**src/rtl/ps2_pkg.sv**
```systemverilog
// Shared definitions for the PS/2 Scan Code Set 2 ASCII encoder:
// protocol constants, encoder state type, lookup result record and the
// unshifted ASCII -> make-code table.
package ps2_pkg;

  localparam logic [7:0] PS2_BREAK  = 8'hF0;
  localparam logic [7:0] PS2_LSHIFT = 8'h12;

  typedef enum logic [2:0] {
    IDLE       = 3'd0,
    SH_MAKE    = 3'd1,
    MAKE       = 3'd2,
    HOLD       = 3'd3,
    BRK_PFX    = 3'd4,
    BRK        = 3'd5,
    SH_BRK_PFX = 3'd6,
    SH_BRK     = 3'd7
  } ps2_enc_state_t;

  typedef struct packed {
    logic       supported;
    logic       shift;
    logic [7:0] code;
  } ps2_lut_t;

  // Make code for characters typed without shift; 00 means "no key".
  function automatic logic [7:0] ps2_base_code(input logic [7:0] ch);
    logic [7:0] c;
    case (ch)
      8'h61: c = 8'h1C; // a
      8'h62: c = 8'h32; // b
      8'h63: c = 8'h21; // c
      8'h64: c = 8'h23; // d
      8'h65: c = 8'h24; // e
      8'h66: c = 8'h2B; // f
      8'h67: c = 8'h34; // g
      8'h68: c = 8'h33; // h
      8'h69: c = 8'h43; // i
      8'h6A: c = 8'h3B; // j
      8'h6B: c = 8'h42; // k
      8'h6C: c = 8'h4B; // l
      8'h6D: c = 8'h3A; // m
      8'h6E: c = 8'h31; // n
      8'h6F: c = 8'h44; // o
      8'h70: c = 8'h4D; // p
      8'h71: c = 8'h15; // q
      8'h72: c = 8'h2D; // r
      8'h73: c = 8'h1B; // s
      8'h74: c = 8'h2C; // t
      8'h75: c = 8'h3C; // u
      8'h76: c = 8'h2A; // v
      8'h77: c = 8'h1D; // w
      8'h78: c = 8'h22; // x
      8'h79: c = 8'h35; // y
      8'h7A: c = 8'h1A; // z
      8'h30: c = 8'h45; // 0
      8'h31: c = 8'h16; // 1
      8'h32: c = 8'h1E; // 2
      8'h33: c = 8'h26; // 3
      8'h34: c = 8'h25; // 4
      8'h35: c = 8'h2E; // 5
      8'h36: c = 8'h36; // 6
      8'h37: c = 8'h3D; // 7
      8'h38: c = 8'h3E; // 8
      8'h39: c = 8'h46; // 9
      8'h20: c = 8'h29; // space
      8'h0D: c = 8'h5A; // Enter
      8'h08: c = 8'h66; // Backspace
      8'h09: c = 8'h0D; // Tab
      8'h2D: c = 8'h4E; // -
      8'h3D: c = 8'h55; // =
      8'h5C: c = 8'h5D; // backslash
      8'h5B: c = 8'h54; // [
      8'h5D: c = 8'h5B; // ]
      8'h3B: c = 8'h4C; // ;
      8'h27: c = 8'h52; // '
      8'h2C: c = 8'h41; // ,
      8'h2E: c = 8'h49; // .
      8'h2F: c = 8'h4A; // /
      8'h60: c = 8'h0E; // backtick
      default: c = 8'h00;
    endcase
    return c;
  endfunction

endpackage

```
**src/rtl/ps2_ascii2scancode_lut.sv**
```systemverilog
// Combinational ASCII -> Scan Code Set 2 lookup.
// Optional feature macro: PS2_ASCII_SHIFT_EN adds the shifted characters
// (uppercase letters and shifted punctuation) with the shift flag set;
// without it those characters report supported = 0.
module ps2_ascii2scancode_lut
  import ps2_pkg::*;
(
  input  logic [7:0] ascii,
  output ps2_lut_t   result
);

  logic [7:0] base_code;

  assign base_code = ps2_base_code(ascii);

`ifdef PS2_ASCII_SHIFT_EN
  logic [7:0] shift_code;

  // Shifted characters reuse the make code of their unshifted key.
  function automatic logic [7:0] shifted_code(input logic [7:0] ch);
    logic [7:0] c;
    if (ch >= 8'h41 && ch <= 8'h5A) begin
      c = ps2_base_code(ch | 8'h20);
    end else begin
      case (ch)
        8'h21: c = 8'h16; // !
        8'h40: c = 8'h1E; // @
        8'h23: c = 8'h26; // #
        8'h24: c = 8'h25; // $
        8'h25: c = 8'h2E; // %
        8'h5E: c = 8'h36; // ^
        8'h26: c = 8'h3D; // &
        8'h2A: c = 8'h3E; // *
        8'h28: c = 8'h46; // (
        8'h29: c = 8'h45; // )
        8'h5F: c = 8'h4E; // _
        8'h2B: c = 8'h55; // +
        8'h7C: c = 8'h5D; // |
        8'h7B: c = 8'h54; // {
        8'h7D: c = 8'h5B; // }
        8'h3A: c = 8'h4C; // :
        8'h22: c = 8'h52; // "
        8'h3C: c = 8'h41; // <
        8'h3E: c = 8'h49; // >
        8'h3F: c = 8'h4A; // ?
        8'h7E: c = 8'h0E; // ~
        default: c = 8'h00;
      endcase
    end
    return c;
  endfunction

  assign shift_code = shifted_code(ascii);
`endif

  // Select the unshifted mapping first, then the shifted one if enabled.
  always_comb begin
    result = '0;
    if (base_code != 8'h00) begin
      result.supported = 1'b1;
      result.code      = base_code;
    end
`ifdef PS2_ASCII_SHIFT_EN
    else if (shift_code != 8'h00) begin
      result.supported = 1'b1;
      result.shift     = 1'b1;
      result.code      = shift_code;
    end
`endif
  end

endmodule

```
**src/rtl/ps2_ascii2scancode.sv**
```systemverilog
// ASCII character -> PS/2 Set 2 key-press byte stream (make, F0, make),
// optionally wrapped in left-shift make/break when PS2_ASCII_SHIFT_EN is
// defined. HOLD_CYCLES idle cycles separate the make transfer from the
// break prefix to emulate a key being held down.
module ps2_ascii2scancode
  import ps2_pkg::*;
#(
  parameter int HOLD_CYCLES = 0
) (
  input  logic       clk,
  input  logic       rst_n,
  input  logic [7:0] ascii,
  input  logic       ascii_valid,
  output logic       ascii_ready,
  output logic [7:0] scan_code,
  output logic       scan_valid,
  input  logic       scan_ready,
  output logic       unsupported
);

  localparam int CNT_W       = (HOLD_CYCLES > 0) ? $clog2(HOLD_CYCLES + 1) : 1;
  localparam int HOLD_LAST_I = (HOLD_CYCLES > 0) ? HOLD_CYCLES - 1 : 0;
  localparam logic [CNT_W-1:0] HOLD_LAST = CNT_W'(HOLD_LAST_I);

  ps2_enc_state_t   state;
  ps2_lut_t         lut;
  logic [7:0]       code_q;
  logic [CNT_W-1:0] hold_cnt;
  logic             accept;

`ifdef PS2_ASCII_SHIFT_EN
  logic             shift_q;
`else
  logic             unused_shift;
  assign unused_shift = lut.shift;
`endif

  ps2_ascii2scancode_lut u_lut (
    .ascii  (ascii),
    .result (lut)
  );

  assign ascii_ready = (state == IDLE);
  assign accept      = ascii_valid && (state == IDLE);

  // Capture the looked-up make code (and shift flag) for the whole sequence.
  always_ff @(posedge clk) begin
    if (accept) begin
      code_q  <= lut.code;
`ifdef PS2_ASCII_SHIFT_EN
      shift_q <= lut.shift;
`endif
    end
  end

  // Sequencer: one state per emitted byte, advancing on each transfer.
  always_ff @(posedge clk) begin
    if (!rst_n) begin
      state       <= IDLE;
      scan_code   <= 8'h00;
      scan_valid  <= 1'b0;
      unsupported <= 1'b0;
      hold_cnt    <= '0;
    end else begin
      unsupported <= 1'b0;
      case (state)
        IDLE: begin
          if (ascii_valid) begin
            if (!lut.supported) begin
              unsupported <= 1'b1;
            end
`ifdef PS2_ASCII_SHIFT_EN
            else if (lut.shift) begin
              state      <= SH_MAKE;
              scan_code  <= PS2_LSHIFT;
              scan_valid <= 1'b1;
            end
`endif
            else begin
              state      <= MAKE;
              scan_code  <= lut.code;
              scan_valid <= 1'b1;
            end
          end
        end
`ifdef PS2_ASCII_SHIFT_EN
        SH_MAKE: begin
          if (scan_ready) begin
            state     <= MAKE;
            scan_code <= code_q;
          end
        end
`endif
        MAKE: begin
          if (scan_ready) begin
            if (HOLD_CYCLES == 0) begin
              state     <= BRK_PFX;
              scan_code <= PS2_BREAK;
            end else begin
              state      <= HOLD;
              scan_valid <= 1'b0;
              hold_cnt   <= '0;
            end
          end
        end
        HOLD: begin
          if (hold_cnt == HOLD_LAST) begin
            state      <= BRK_PFX;
            scan_code  <= PS2_BREAK;
            scan_valid <= 1'b1;
            hold_cnt   <= '0;
          end else begin
            hold_cnt <= hold_cnt + CNT_W'(1);
          end
        end
        BRK_PFX: begin
          if (scan_ready) begin
            state     <= BRK;
            scan_code <= code_q;
          end
        end
        BRK: begin
          if (scan_ready) begin
`ifdef PS2_ASCII_SHIFT_EN
            if (shift_q) begin
              state     <= SH_BRK_PFX;
              scan_code <= PS2_BREAK;
            end else begin
              state      <= IDLE;
              scan_valid <= 1'b0;
            end
`else
            state      <= IDLE;
            scan_valid <= 1'b0;
`endif
          end
        end
`ifdef PS2_ASCII_SHIFT_EN
        SH_BRK_PFX: begin
          if (scan_ready) begin
            state     <= SH_BRK;
            scan_code <= PS2_LSHIFT;
          end
        end
        SH_BRK: begin
          if (scan_ready) begin
            state      <= IDLE;
            scan_valid <= 1'b0;
          end
        end
`endif
        default: begin
          state      <= IDLE;
          scan_valid <= 1'b0;
        end
      endcase
    end
  end

endmodule

```
**config.mk**
```make
export PLATFORM = sky130hd
export DESIGN_NAME = ps2_ascii2scancode
export DESIGN_NICKNAME = d
export VERILOG_FILES = /design/src/rtl/ps2_pkg.sv /design/src/rtl/ps2_ascii2scancode_lut.sv /design/src/rtl/ps2_ascii2scancode.sv
export SDC_FILE = /design/constraint.sdc
export NUM_CORES = 1
export LEC_CHECK = 0
export ABC_AREA = 1
export BUFFER_PORTS_ARGS = -buffer_cell sky130_fd_sc_hd__buf_2
export CAP_MARGIN = 10
export CORE_UTILIZATION = 54
export CTS_BUF_LIST = sky130_fd_sc_hd__clkbuf_8
export CTS_CLUSTER_DIAMETER = 120
export DETAILED_ROUTE_END_ITERATION = 8
export PLACE_DENSITY = 0.78
export SLEW_MARGIN = 20
export SYNTH_ARGS = -nofsm -noshare
export SYNTH_HDL_FRONTEND = slang
export SYNTH_SLANG_ARGS = --single-unit
```
**constraint.sdc**
```tcl
create_clock -name clk -period 2.2 [get_ports clk]
set_input_delay 0.44 -clock clk [delete_from_list [all_inputs] [get_ports clk]]
set_output_delay 0.44 -clock clk [all_outputs]
set_load 0.005 [all_outputs]
```
==> results by group <==
Detailed routing
  • DRT Wirelength: 5.24 mm
  • Vias: 2130
  • Routed Antenna Nets: 0
  • DRC: 0
  • DR vias/cell: 5.33
  • Drt first-iter violations: 268
  • Wire length per cell: 13.1 microns
  • Iteration count of the initial detailed-routing pass: 5

Power
  • Net Switching: between 0.9 and 1 mW
  • Switching share of power: 0.461
  • VDD IR-drop max: 0.000718 V
  • Pwr dens: 866 nW/um^2
  • Clock network fraction of total power: 0.123
  • Int Power: 1.07 mW
  • Leakage: 1.22 nW
  • Sequential Power Share: 0.286
  • Comb power frac: 0.591

Timing
  • Final setup viols: 0
  • Achievable clock frequency: approximately 480 MHz
  • Slew Limit Fails: 0
  • Final Hold Viols: 0
  • Worst-Margin Slew: between 600 and 700 ps
  • Setup ws final: roughly 110 ps
  • Clock skew: 2.88 ps
  • Setup_tns: 0 ps
  • Fin crit share: 0.952
  • Slew headroom: 0.581
  • Minimum clock period: 2090 ps

Clock network
  • Bufs on Longest Clock Path: 2
  • Clock-pin slew on the worst setup and hold paths: 70 ps
  • Num CTS Buffers: 3
  • Clk sinks: 20
  • # hold bufs at CTS: 0
  • Root Buffer Master: clkbuf_8
  • Worst skew pair latency: about 260 ps
  • CTS tree: built
  • CTS H-tree depth: 1

Die
  • Die Y-Extent: 60.8 microns
  • Io pins: 23
  • Die area: ~3700 sq um
  • Die W: 60.8 microns
  • Initial core utilization: 0.591
  • Row cnt: 20
  • Core area: 3150 sq um

Worst setup path
  • Worst path cell trace: buf_2, buf_4, ha_1, nand2_1, nand3_1, nand3_1, nand2_1, nand2_1, nand2_1, nand3_1, nand2_2, nor2_4, nand3_4, nand3_4, nand2_1, nand2_1, nor2_1
  • Most used cell, CP: nand2_1
  • CP Max Fanout: 8
  • Startpoint Class: input pin
  • Worst stage delay on the critical path: 210 ps
  • Crit path DAT: between 2000 and 2500 ps
  • CP delay by family, top: simple AND/OR/NAND/NOR gates
  • WP buf/inv: 2
  • WP data required: ~2400 ps
  • Crit path kind: input pin to flip-flop
  • Critical path's slowest cell: ha_1
  • Crit end category: flip-flop

Placed design
  • DP HPWL: 3.87 mm
  • DP Area: around 2200 sq um
  • PortBufs: 22
  • Gpl congestion: ~0.98
  • Pre-CTS WS: -271 ps
  • Dpl cells: ~390

Final layout
  • Register Area: 470 sq um
  • Finished Layout Cells: 400
  • Area occupied by multi-input gates: 1200 sq um
  • Post-route cell area: between 2000 and 2500 sq um
  • Ant diodes: 0
  • Synthesis-to-finish area growth: 22.7%
  • Nets: 376
  • FILL cells: 296
  • Layout Utilization: 0.725
  • Share of cells above drive strength 1: 0.236

Synthesis
  • Syn nets: 328
  • Post-synthesis cell area: 1860 sq um
  • Post-synth top area cell: nand2_1
  • Synth Flop Type: dfxtp_1
  • Seq/Total Area, Yosys: 0.252
  • #FFs+latches synth: 20
  • Top cell type's share of synthesized area: 0.199
  • EDFF count, synth: 7
  • Number of library cell types mapped by synthesis: 29
  • Average size of a mapped cell: 6.03 sq um
  • YS warnings: 0
  • Asr flop ratio synth: 0
  • Largest cells by area after synthesis: nand2_1, dfxtp_1, edfxtp_1, nand3_1, inv_1
  • Mapped Cells: ~310

Global routing
  • GR Overflow Total: 0
  • Total GRT Usage: 0.308
  • Initial antenna violation count: 0
  • First-pass GRT wire length: about 8.5 mm
  • Number of global-route vias before repair: 1848
  • Met2 global-route usage: 0.424
  • Met1 usage: 0.484
  • Met3 Track Usage GR: 0.0853
  • Gr busiest metal: met1
  • Largest net degree at the start of global routing: 16

Worst hold path
  • Min-Delay Path Class: input pin to flip-flop

Flow run
  • Max Cap Viol: 0

Run status
  • Status: complete, no violations
==> synth_stat cells, types with 5 or more instances <==
master and instances:
a31oi_1 5, buf_6 5, dfxtp_1 13, edfxtp_1 7
o21ai_0 9, buf_2 5, ha_1 7, nand3_1 34
nor2_1 34, a21oi_1 11, inv_1 42, nand2_1 99
nand2_2 7
==> power by group through the flow <==
| stage | registers [mW] | logic (mW) | clock network, mW |
|---|---|---|---|
| CTS | 0.566 | 1.07 | 0.246 |
| finish | 0.567 | 1.17 | 0.243 |
| global route | 0.579 | 1.31 | 0.262 |
| global placement | 0.570 | 1.06 | 0 |
| detailed placement | 0.572 | 1.07 | 0 |
| floorplan | 0.572 | 0.790 | 0 |
==> cells in the final DEF, fill, tap and decap left out, drive strengths merged <==
cell type,synthesis,layout
nand2,106,106
buf,10,51
inv,45,45
nor2,39,39
nand3,37,38
dfxtp,13,13
o21ai,13,13
a21oi,11,11
edfxtp,7,7
ha,7,7
a31oi,5,5
nand4,4,4
clkbuf,0,4
o211ai,3,3
clkinv,1,2
o31ai,2,2
nor3,1,1
nor4,1,1
o21a,1,1
a32oi,1,1
a22oi,1,1
o22a,1,1
==> per-stage QoR <==
| step | hold slack (ps) | total power [mW] |
|---|---|---|
| 6_report | 465 | 1.98 |
| 5_1_grt | 487 | 2.16 |
| 4_1_cts | 459 | 1.89 |
| 3_5_place_dp | 476 | 1.64 |
| 3_3_place_gp | 478 | 1.63 |
| 2_1_floorplan | 459 | 1.36 |
==> routing by layer <==
layer / vias to the layer above / wire, microns
li1: 1086 / -
met1: 937 / 2520
met2: 100 / 2190
met3: 7 / 480
met4: 0 / 48
met5: - / 0
==> state kept, by name, summed over array words and instances, names as in the netlist <==
register / flops
scan_code: 8
code_q: 7
state: 3
scan_valid: 1
unsupported: 1
==> worst min-delay path, delay by kind of cell <==
| kind | cells | cell delay (ps) |
|---|---|---|
| AND/OR/NAND/NOR | 1 | 60 |
| buffers and inverters | 2 | 170 |
==> cell type report <==
class | count | share of cell area
multi-input cells | 234 | 0.524
flip-flops and latches | 20 | 0.206
repair buffers | 52 | 0.149
inverters | 46 | 0.0777
well taps | 44 | 0.0241
clock buffers | 3 | 0.0181
clock inverters | 1 | 0.00164
==> final timing paths <==
check,end,startpoint,slack (ps),cells after the start
setup / recovery,scan_code[2],ascii[1],110,17
hold / removal,unsupported,ascii_valid,470,3
setup reg to reg,scan_code[2],state[1],180,10
hold reg to reg,state[1],state[1],490,2
==> kinds of logic after synthesis <==
logic type               synth area share
AND/OR/NAND/NOR                     0.446
buffers and inverters               0.136
AO/OA/AOI/OAI                       0.119
flip-flops                          0.252
adder cells (fa/ha/maj)            0.0470
==> what timing repair did <==
action | in CTS | in global routing
endpoints found under the setup margin | 1 | 9
buffers inserted | 0 | 2
resized for setup | 1 | 15
pin swaps | 0 | 1
cloned | 0 | 1
Note: power is estimated with default switching activity, not from simulation.
